[src/rtl/mem_arb_pkg.sv]
// Shared definitions for the fetch/data memory port arbiter.
//   state_t    : arbiter FSM states
//   grant_t    : requester identity (FETCH = 0, DATA = 1)
//   FETCH_MASK : byte enables used for every instruction fetch
package mem_arb_pkg;

   typedef enum logic [1:0] {
      IDLE = 2'd0,
      BUSY = 2'd1,
      RESP = 2'd2
   } state_t;

   typedef enum logic {
      FETCH = 1'b0,
      DATA  = 1'b1
   } grant_t;

   localparam logic [3:0] FETCH_MASK = 4'b1111;

endpackage

[src/rtl/mem_port_arbiter_if.sv]
// Bus bundle for the arbiter: fetch port, data port and shared memory port.
//   master : arbiter view (serves the two requesters, drives the memory)
//   slave  : environment view (requesters plus memory)
interface mem_port_arbiter_if #(
   parameter int ADDR_W = 32,
   parameter int DATA_W = 32
);
   logic              if_request;
   logic [ADDR_W-1:0] if_addr;
   logic [DATA_W-1:0] if_rdata;
   logic              if_valid;
   logic              if_err;

   logic              dm_request;
   logic              dm_we_re;
   logic [3:0]        dm_mask;
   logic [ADDR_W-1:0] dm_addr;
   logic [DATA_W-1:0] dm_wdata;
   logic [DATA_W-1:0] dm_rdata;
   logic              dm_valid;
   logic              dm_err;

   logic              mem_request;
   logic              mem_we_re;
   logic [3:0]        mem_mask;
   logic [ADDR_W-1:0] mem_addr;
   logic [DATA_W-1:0] mem_wdata;
   logic [DATA_W-1:0] mem_rdata;
   logic              mem_valid;

   modport master (
      input  if_request, if_addr,
      output if_rdata, if_valid, if_err,
      input  dm_request, dm_we_re, dm_mask, dm_addr, dm_wdata,
      output dm_rdata, dm_valid, dm_err,
      output mem_request, mem_we_re, mem_mask, mem_addr, mem_wdata,
      input  mem_rdata, mem_valid
   );

   modport slave (
      output if_request, if_addr,
      input  if_rdata, if_valid, if_err,
      output dm_request, dm_we_re, dm_mask, dm_addr, dm_wdata,
      input  dm_rdata, dm_valid, dm_err,
      input  mem_request, mem_we_re, mem_mask, mem_addr, mem_wdata,
      output mem_rdata, mem_valid
   );
endinterface

[src/rtl/arb_rr2.sv]
// Combinational two-requester round-robin picker.
//   req[0]     : fetch request, req[1] : data request
//   last_grant : requester served most recently
//   gnt_valid  : at least one request present
//   gnt_id     : chosen requester; on conflict the one not in last_grant
module arb_rr2
   import mem_arb_pkg::*;
(
   input  logic [1:0] req,
   input  grant_t     last_grant,
   output logic       gnt_valid,
   output grant_t     gnt_id
);

   always_comb begin
      gnt_valid = |req;
      gnt_id    = FETCH;
      if (&req) begin
         gnt_id = (last_grant == FETCH) ? DATA : FETCH;
      end else if (req[1]) begin
         gnt_id = DATA;
      end
   end

endmodule

[src/rtl/mem_port_arbiter.sv]
// Serialises instruction-fetch and load/store requests onto one single-ported
// memory, with round-robin conflict resolution, a completion watchdog and
// rejection of misaligned fetches.
//   clk  : system clock
//   rst  : synchronous, active-low reset
//   bus  : fetch / data / memory signals (master modport)
//   busy : high while a transaction is in BUSY or RESP
//
//   state | meaning
//   IDLE  | waiting for a request; grants and registers the memory command
//   BUSY  | memory request outstanding; watchdog counting
//   RESP  | one-cycle valid pulse to the granted port; last_grant updated
module mem_port_arbiter
   import mem_arb_pkg::*;
#(
   parameter int ADDR_W         = 32,
   parameter int DATA_W         = 32,
   parameter int TIMEOUT_CYCLES = 16
) (
   input  logic               clk,
   input  logic               rst,
   mem_port_arbiter_if.master bus,
   output logic               busy
);

   localparam int              CNT_W    = $clog2(TIMEOUT_CYCLES);
   // Last BUSY cycle: the counter would reach TIMEOUT_CYCLES-1 on this edge.
   localparam logic [CNT_W-1:0] CNT_LAST = CNT_W'(TIMEOUT_CYCLES - 2);

   state_t            state, state_nxt;
   grant_t            grant_id, last_grant, gnt_id, finish_id;
   logic              gnt_valid;
   logic [CNT_W-1:0]  cnt;

   logic              start_mem, finish, finish_err;
   logic [DATA_W-1:0] finish_rdata;

   logic              mem_request_q, mem_we_re_q;
   logic [3:0]        mem_mask_q;
   logic [ADDR_W-1:0] mem_addr_q;
   logic [DATA_W-1:0] mem_wdata_q;
   logic [DATA_W-1:0] if_rdata_q, dm_rdata_q;
   logic              if_valid_q, if_err_q, dm_valid_q, dm_err_q;

   arb_rr2 u_arb (
      .req        ({bus.dm_request, bus.if_request}),
      .last_grant (last_grant),
      .gnt_valid  (gnt_valid),
      .gnt_id     (gnt_id)
   );

   always_comb begin
      state_nxt    = state;
      start_mem    = 1'b0;
      finish       = 1'b0;
      finish_err   = 1'b0;
      finish_rdata = '0;
      finish_id    = grant_id;
      unique case (state)
         IDLE: begin
            if (gnt_valid) begin
               finish_id = gnt_id;
               // Misaligned fetch never touches memory; answer with an error.
               if (gnt_id == FETCH && bus.if_addr[1:0] != 2'b00) begin
                  finish     = 1'b1;
                  finish_err = 1'b1;
                  state_nxt  = RESP;
               end else begin
                  start_mem = 1'b1;
                  state_nxt = BUSY;
               end
            end
         end
         BUSY: begin
            // Completion takes priority over the watchdog on the same cycle.
            if (bus.mem_valid) begin
               finish       = 1'b1;
               finish_rdata = mem_we_re_q ? '0 : bus.mem_rdata;
               state_nxt    = RESP;
            end else if (cnt == CNT_LAST) begin
               finish     = 1'b1;
               finish_err = 1'b1;
               state_nxt  = RESP;
            end
         end
         RESP:    state_nxt = IDLE;
         default: state_nxt = IDLE;
      endcase
   end

   always_ff @(posedge clk) begin
      if (!rst) begin
         state         <= IDLE;
         grant_id      <= FETCH;
         last_grant    <= FETCH;
         cnt           <= '0;
         mem_request_q <= 1'b0;
         mem_we_re_q   <= 1'b0;
         mem_mask_q    <= '0;
         mem_addr_q    <= '0;
         mem_wdata_q   <= '0;
         if_rdata_q    <= '0;
         if_valid_q    <= 1'b0;
         if_err_q      <= 1'b0;
         dm_rdata_q    <= '0;
         dm_valid_q    <= 1'b0;
         dm_err_q      <= 1'b0;
      end else begin
         state      <= state_nxt;
         if_valid_q <= 1'b0;
         dm_valid_q <= 1'b0;
         cnt        <= (state == BUSY) ? cnt + CNT_W'(1) : '0;

         if (state == IDLE && gnt_valid) begin
            grant_id <= gnt_id;
         end

         if (start_mem) begin
            mem_request_q <= 1'b1;
            if (gnt_id == FETCH) begin
               mem_addr_q  <= bus.if_addr;
               mem_we_re_q <= 1'b0;
               mem_mask_q  <= FETCH_MASK;
               mem_wdata_q <= '0;
            end else begin
               mem_addr_q  <= bus.dm_addr;
               mem_we_re_q <= bus.dm_we_re;
               mem_mask_q  <= bus.dm_mask;
               mem_wdata_q <= bus.dm_wdata;
            end
         end

         if (finish) begin
            mem_request_q <= 1'b0;
            if (finish_id == FETCH) begin
               if_valid_q <= 1'b1;
               if_rdata_q <= finish_rdata;
               if_err_q   <= finish_err;
            end else begin
               dm_valid_q <= 1'b1;
               dm_rdata_q <= finish_rdata;
               dm_err_q   <= finish_err;
            end
         end

         if (state == RESP) begin
            last_grant <= grant_id;
         end
      end
   end

   assign bus.mem_request = mem_request_q;
   assign bus.mem_we_re   = mem_we_re_q;
   assign bus.mem_mask    = mem_mask_q;
   assign bus.mem_addr    = mem_addr_q;
   assign bus.mem_wdata   = mem_wdata_q;
   assign bus.if_rdata    = if_rdata_q;
   assign bus.if_valid    = if_valid_q;
   assign bus.if_err      = if_err_q;
   assign bus.dm_rdata    = dm_rdata_q;
   assign bus.dm_valid    = dm_valid_q;
   assign bus.dm_err      = dm_err_q;
   assign busy            = (state == BUSY) || (state == RESP);

endmodule

[src/flat_wrapper.sv]
// flat-port wrapper written by rule: the top's interface ports become plain ports
module mem_port_arbiter_flat import mem_arb_pkg::*;
#(
   parameter int ADDR_W         = 32,
   parameter int DATA_W         = 32,
   parameter int TIMEOUT_CYCLES = 16
)
  (clk, rst, busy, bus_if_request, bus_if_addr, bus_if_rdata, bus_if_valid, bus_if_err, bus_dm_request, bus_dm_we_re, bus_dm_mask, bus_dm_addr, bus_dm_wdata, bus_dm_rdata, bus_dm_valid, bus_dm_err, bus_mem_request, bus_mem_we_re, bus_mem_mask, bus_mem_addr, bus_mem_wdata, bus_mem_rdata, bus_mem_valid);
  mem_port_arbiter_if #(.ADDR_W(ADDR_W), .DATA_W(DATA_W)) bus_i ();
  input  logic clk;
  input  logic rst;
  output logic busy;
  input wire logic [$bits(bus_i.if_request)-1:0] bus_if_request;
  input wire logic [$bits(bus_i.if_addr)-1:0] bus_if_addr;
  output wire logic [$bits(bus_i.if_rdata)-1:0] bus_if_rdata;
  output wire logic [$bits(bus_i.if_valid)-1:0] bus_if_valid;
  output wire logic [$bits(bus_i.if_err)-1:0] bus_if_err;
  input wire logic [$bits(bus_i.dm_request)-1:0] bus_dm_request;
  input wire logic [$bits(bus_i.dm_we_re)-1:0] bus_dm_we_re;
  input wire logic [$bits(bus_i.dm_mask)-1:0] bus_dm_mask;
  input wire logic [$bits(bus_i.dm_addr)-1:0] bus_dm_addr;
  input wire logic [$bits(bus_i.dm_wdata)-1:0] bus_dm_wdata;
  output wire logic [$bits(bus_i.dm_rdata)-1:0] bus_dm_rdata;
  output wire logic [$bits(bus_i.dm_valid)-1:0] bus_dm_valid;
  output wire logic [$bits(bus_i.dm_err)-1:0] bus_dm_err;
  output wire logic [$bits(bus_i.mem_request)-1:0] bus_mem_request;
  output wire logic [$bits(bus_i.mem_we_re)-1:0] bus_mem_we_re;
  output wire logic [$bits(bus_i.mem_mask)-1:0] bus_mem_mask;
  output wire logic [$bits(bus_i.mem_addr)-1:0] bus_mem_addr;
  output wire logic [$bits(bus_i.mem_wdata)-1:0] bus_mem_wdata;
  input wire logic [$bits(bus_i.mem_rdata)-1:0] bus_mem_rdata;
  input wire logic [$bits(bus_i.mem_valid)-1:0] bus_mem_valid;
  assign bus_i.if_request = bus_if_request;
  assign bus_i.if_addr = bus_if_addr;
  assign bus_if_rdata = bus_i.if_rdata;
  assign bus_if_valid = bus_i.if_valid;
  assign bus_if_err = bus_i.if_err;
  assign bus_i.dm_request = bus_dm_request;
  assign bus_i.dm_we_re = bus_dm_we_re;
  assign bus_i.dm_mask = bus_dm_mask;
  assign bus_i.dm_addr = bus_dm_addr;
  assign bus_i.dm_wdata = bus_dm_wdata;
  assign bus_dm_rdata = bus_i.dm_rdata;
  assign bus_dm_valid = bus_i.dm_valid;
  assign bus_dm_err = bus_i.dm_err;
  assign bus_mem_request = bus_i.mem_request;
  assign bus_mem_we_re = bus_i.mem_we_re;
  assign bus_mem_mask = bus_i.mem_mask;
  assign bus_mem_addr = bus_i.mem_addr;
  assign bus_mem_wdata = bus_i.mem_wdata;
  assign bus_i.mem_rdata = bus_mem_rdata;
  assign bus_i.mem_valid = bus_mem_valid;
  mem_port_arbiter #(.ADDR_W(ADDR_W), .DATA_W(DATA_W), .TIMEOUT_CYCLES(TIMEOUT_CYCLES)) u_core (.clk(clk), .rst(rst), .bus(bus_i), .busy(busy));
endmodule
[config.mk]
export PLATFORM = sky130hd
export DESIGN_NAME = mem_port_arbiter_flat
export DESIGN_NICKNAME = d
export VERILOG_FILES = /design/src/rtl/mem_arb_pkg.sv /design/src/rtl/mem_port_arbiter_if.sv /design/src/rtl/arb_rr2.sv /design/src/rtl/mem_port_arbiter.sv /design/src/flat_wrapper.sv
export SDC_FILE = /design/constraint.sdc
export NUM_CORES = 1
export LEC_CHECK = 0
export ABC_AREA = 1
export CAP_MARGIN = 30
export CORE_AREA = 2 2 123 214
export DETAILED_ROUTE_END_ITERATION = 10
export DIE_AREA = 0 0 125 216
export HOLD_SLACK_MARGIN = 0.02
export PLACE_DENSITY_LB_ADDON = 0.08
export REMOVE_ABC_BUFFERS = 1
export SYNTH_ARGS = -nofsm -noshare
export SYNTH_HDL_FRONTEND = slang
export SYNTH_HIERARCHICAL = 1
export SYNTH_SLANG_ARGS = --single-unit
[constraint.sdc]
create_clock -name clk -period 1.48 [get_ports clk]
set_input_delay 0.148 -clock clk [delete_from_list [all_inputs] [get_ports clk]]
set_output_delay 0.148 -clock clk [all_outputs]
set_load 0.02 [all_outputs]
==> results by group <==
Global route
  – First-pass GRT wire length: 36.98 mm
  – Maximum number of pins on one net before global-route repair: 46
  – Combined global-route utilization of all metal layers: 17.50%
  – Antenna violations before repair: 0
  – Via count of the first global-routing pass: 6746
  – Overall overflow remaining after global route: 0

Detailed routing
  – Routed via count divided by cell count: 4.263
  – TritonRoute pass-1 iters: 4
  – Total wirelength of the detailed-routed design: 24.27 mm
  – Number of remaining DRC errors: 0
  – Post-DRT Antenna Nets: 0
  – Total via count after detailed routing: 6667
  – Routed wirelength normalized by instance count: 15.52 µm
  – Drt initial violations: 207

Floorplanning
  – Row count: 77
  – Vertical die dimension: 216 µm
  – Die Footprint: 27000 µm²
  – Starting Density: 24.65%
  – Die width: 125 µm
  – I/O Pins: 277
  – Placeable core region: 25240 µm²

Pwr
  – Combinational fraction of design power: 35.2%
  – Part of the total power dissipated in the clock network: 30.8%
  – Reported net switching power: 0.004644 W
  – Pwr/cell area: 1263 nW/µm²
  – Peak ir drop on the vdd network: 0.7080 mV
  – Switching portion of total power: 33.58%
  – Sequential share of power: 34.0%
  – P_leak: 5.353 nW
  – Cell internal power dissipation: 0.009186 W

Worst setup path
  – Worst Reg2Reg Path Length in Cells: 12
  – Biggest fanout along the worst timing path: 8
  – Worst r2r dst: u_core/bus.dm_rdata[3]$_SDFFE_PN0P_
  – Critical Path, Cell by Cell: inv_2 -> buf_6 -> ha_4 -> buf_6 -> nand2_4 -> nand2_8 -> buf_12 -> nand2_8 -> buf_12 -> nand2_1 -> nand2_1 -> nor2_1
  – Startpoint type of the worst setup path: flop
  – Arrival time worst endpoint: 1.91 ns
  – Type of element capturing the critical path: flop
  – Delay of the slowest cell on the worst path: 0.33 ns
  – Setup slack of the worst register-to-register path: -0.11 ns
  – Required time of the worst setup path: 1.80 ns
  – Number of buffers and inverters on the critical path: 5
  – Crit-path slowest cell: sky130_fd_sc_hd__dfxtp_2
  – Launching point of the worst reg2reg path: u_core/state[1]$_SDFFE_PN0P_
  – CP Class: reg2reg
  – Top cell family by delay on the critical path: buffers and inverters

Logic synthesis
  – Number of enable-type register cells in the synthesized netlist: 0
  – Async set or reset register ratio after synthesis: 0%
  – Synthesized instance count: 932
  – Post-synthesis cell type with the largest combined area: sky130_fd_sc_hd__dfxtp_1
  – Count of warnings emitted by yosys: 6
  – #FFs+latches synth: 146
  – Top area cells in the synthesized netlist: sky130_fd_sc_hd__dfxtp_1 47%, sky130_fd_sc_hd__nand2_1 17%, sky130_fd_sc_hd__nor2_1 12%, sky130_fd_sc_hd__a21oi_1 5.5%, sky130_fd_sc_hd__inv_1 4.5%
  – Count of unique library cells instantiated by Yosys: 22
  – Portion of the post-synthesis area used by sequential elements: 46.97%
  – Synth cell count leaders: 288 x sky130_fd_sc_hd__nand2_1, 207 x sky130_fd_sc_hd__nor2_1, 146 x sky130_fd_sc_hd__dfxtp_1
  – Synth top area share: 46.97%
  – Synth Cell Area: 6222 µm²
  – Syn avg cell area: 6.676 µm²
  – Top FF cell, synth: sky130_fd_sc_hd__dfxtp_1
  – Dominant cell by count in the synthesized netlist: sky130_fd_sc_hd__nand2_1

Min path
  – Hold WC Path Type: in2reg
  – Worst Hold Launch: rst
  – WHS Endpoint: u_core/bus.mem_addr[28]$_SDFFE_PN0P_
  – Number of cells on the worst hold path: 3

Run
  – Number of violations of the max-capacitance limit: 0

Clocking
  – H-Tree Depth: 4
  – Clock Sinks: 146
  – Maximum number of buffers from clock root to sink: 2
  – Clock Latency Late Sink: 0.42 ns
  – Post-CTS Hold Fix Bufs: 0
  – Clock-pin slew on the worst setup and hold paths: 0.06 ns
  – Clock tree from TritonCTS: yes
  – Clock buffers created by TritonCTS: 17
  – Master cell of the clock root buffer: sky130_fd_sc_hd__clkbuf_16

Final layout
  – Post-layout instance count excluding filler cells: 1564
  – Proportion of layout cells with a drive suffix above 1: 16.43%
  – Antenna diode count: 0
  – Synthesis-to-finish area growth: 75.95%
  – Number of inserted filler cells in the final layout: 2660
  – Layout net count: 1378
  – Finished Core Util: 43.37%

Place
  – Final Wtd Congestion: 0.7553
  – Cell total after placement: 1505
  – Total half-perimeter wirelength after legalization and detailed placement: 15.54 mm
  – Quantity of I/O buffers inserted on ports: 276

STA
  – Final sum of negative setup slack: -3.179 ns
  – Worst slew slack as a fraction of its limit: 67.18%
  – Pins over their slew limit: 0
  – Count of final setup violators: 61
  – RSZ-0062 raised after global routing: yes
  – Final worst path period need: 1.586 ns
  – Achievable clock frequency: 630.4 MHz
  – Worst setup margin: -0.1062 ns
  – Final worst clock skew: 0.007891 ns
  – Count of final hold-check violations: 0
  – Final period util: 107.2%
  – Least-Margin Pin Slew: 0.4923 ns

Run status
  – Violations in the final reports: negative setup slack
  – Outcome: complete, but fails checks
-- cell families after synthesis --
family	Yosys count	share of synthesized area, %
AO/OA/AOI/OAI	109	8.767
XOR/XNOR	1	0.1408
adder cells (fa/ha/maj)	5	1.005
buffers and inverters	136	9.250
flip-flops	146	46.97
AND/OR/NAND/NOR	535	33.86
-- layout by cell type, fill, tap and decap left out, drive strengths merged, types with 5 or more instances in the layout --
master         synthesis  routed
nand2                291     291
nor2                 207     207
dfxtp                146     146
dlygate4sd2            0     138
clkdlybuf4s50          0     136
inv                   77      77
a21oi                 68      68
buf                   41      63
o21ai                 41      41
clkbuf                16      26
nand3                 21      21
nand3b                12      12
clkinv                 2       8
ha                     5       5
-- area by class of cell --
class,instances,area [µm²],area share (%)
Tap cell,316,395.4,3.611
Sequential cell,146,2928,26.74
Clock buffer,22,464.2,4.240
Timing Repair Buffer,341,3587,32.77
Inverter,79,311.5,2.846
Clock inverter,10,108.9,0.9943
Multi-Input combinational cell,650,3153,28.80
-- repair_timing --
item,4_1_cts,5_1_grt
buffers inserted,10,4
resized for setup,231,62
cloned,11,4
pin swaps,10,15
endpoints found under the setup margin,278,123
-- worst reg2reg max path: stages, from the launching register on --
cell and delay (ns):
sky130_fd_sc_hd__dfxtp_2 0.33, sky130_fd_sc_hd__inv_2 0.05, sky130_fd_sc_hd__buf_6 0.11, sky130_fd_sc_hd__ha_4 0.15, sky130_fd_sc_hd__buf_6 0.11, sky130_fd_sc_hd__nand2_4 0.08, sky130_fd_sc_hd__nand2_8 0.08, sky130_fd_sc_hd__buf_12 0.14
sky130_fd_sc_hd__nand2_8 0.10, sky130_fd_sc_hd__buf_12 0.17, sky130_fd_sc_hd__nand2_1 0.06, sky130_fd_sc_hd__nand2_1 0.06, sky130_fd_sc_hd__nor2_1 0.04
-- worst max path at each step --
stage                                           end  slack (ns)                           start  cells past startpoint
4_1_cts        u_core/bus.dm_rdata[11]$_SDFFE_PN0P_       -0.11    u_core/state[1]$_SDFFE_PN0P_                     11
6_report        u_core/bus.dm_rdata[3]$_SDFFE_PN0P_       -0.11    u_core/state[1]$_SDFFE_PN0P_                     12
3_3_place_gp           u_core/state[0]$_SDFFE_PN0P_       -0.44                  bus_dm_request                     10
5_1_grt        u_core/bus.dm_rdata[21]$_SDFFE_PN0P_       -0.18    u_core/state[1]$_SDFFE_PN0P_                     12
2_1_floorplan          u_core/state[0]$_SDFFE_PN0P_       -2.81  u_core/last_grant$_SDFFE_PN0N_                      7
3_5_place_dp           u_core/state[0]$_SDFFE_PN0P_       -0.43                  bus_dm_request                     10
-- registers in the layout, indices dropped and copies added, names as in the netlist --
register and cells:
u_core/bus.dm_rdata 32, u_core/bus.if_rdata 32, u_core/bus.mem_addr 32, u_core/bus.mem_wdata 32, u_core/bus.mem_mask 4, u_core/cnt 4
u_core/state 2, u_core/bus.dm_err 1, u_core/bus.dm_valid 1, u_core/bus.if_err 1, u_core/bus.if_valid 1, u_core/bus.mem_request 1
u_core/bus.mem_we_re 1, u_core/grant_id 1, u_core/last_grant 1
-- metrics by stage --
stage	setup WS (ns)	hold WS [ns]	cell area (µm²)	power [W]
after detailed placement	-0.4260	0.4556	9565	0.009020
after global routing	-0.1845	0.2061	10950	0.01464
after CTS	-0.1091	0.1759	10660	0.01382
final	-0.1062	0.2064	10950	0.01383
after floorplan	-2.814	0.2684	5943	0.006728
after global placement	-0.4388	0.4487	9565	0.008998
-- routing by layer --
metal	part of all wire (%)	track usage [%]	vias to the layer above
met4	2.5	6.222	0
met2	56	34.38	181
met3	4.7	4.536	27
li1	-	-	3453
met1	37	17.37	3006
met5	0	0	-
-- power by group through the flow --
stage                     combinational (W)  sequential [W]  clock, W
after floorplan                     0.00138         0.00535         0
after global placement              0.00422         0.00478         0
after detailed placement            0.00423         0.00479         0
after CTS                           0.00469         0.00470   0.00442
after global routing                0.00529         0.00477   0.00458
final                               0.00487         0.00470   0.00426
No activity file was read; power rests on OpenSTA's default activity.
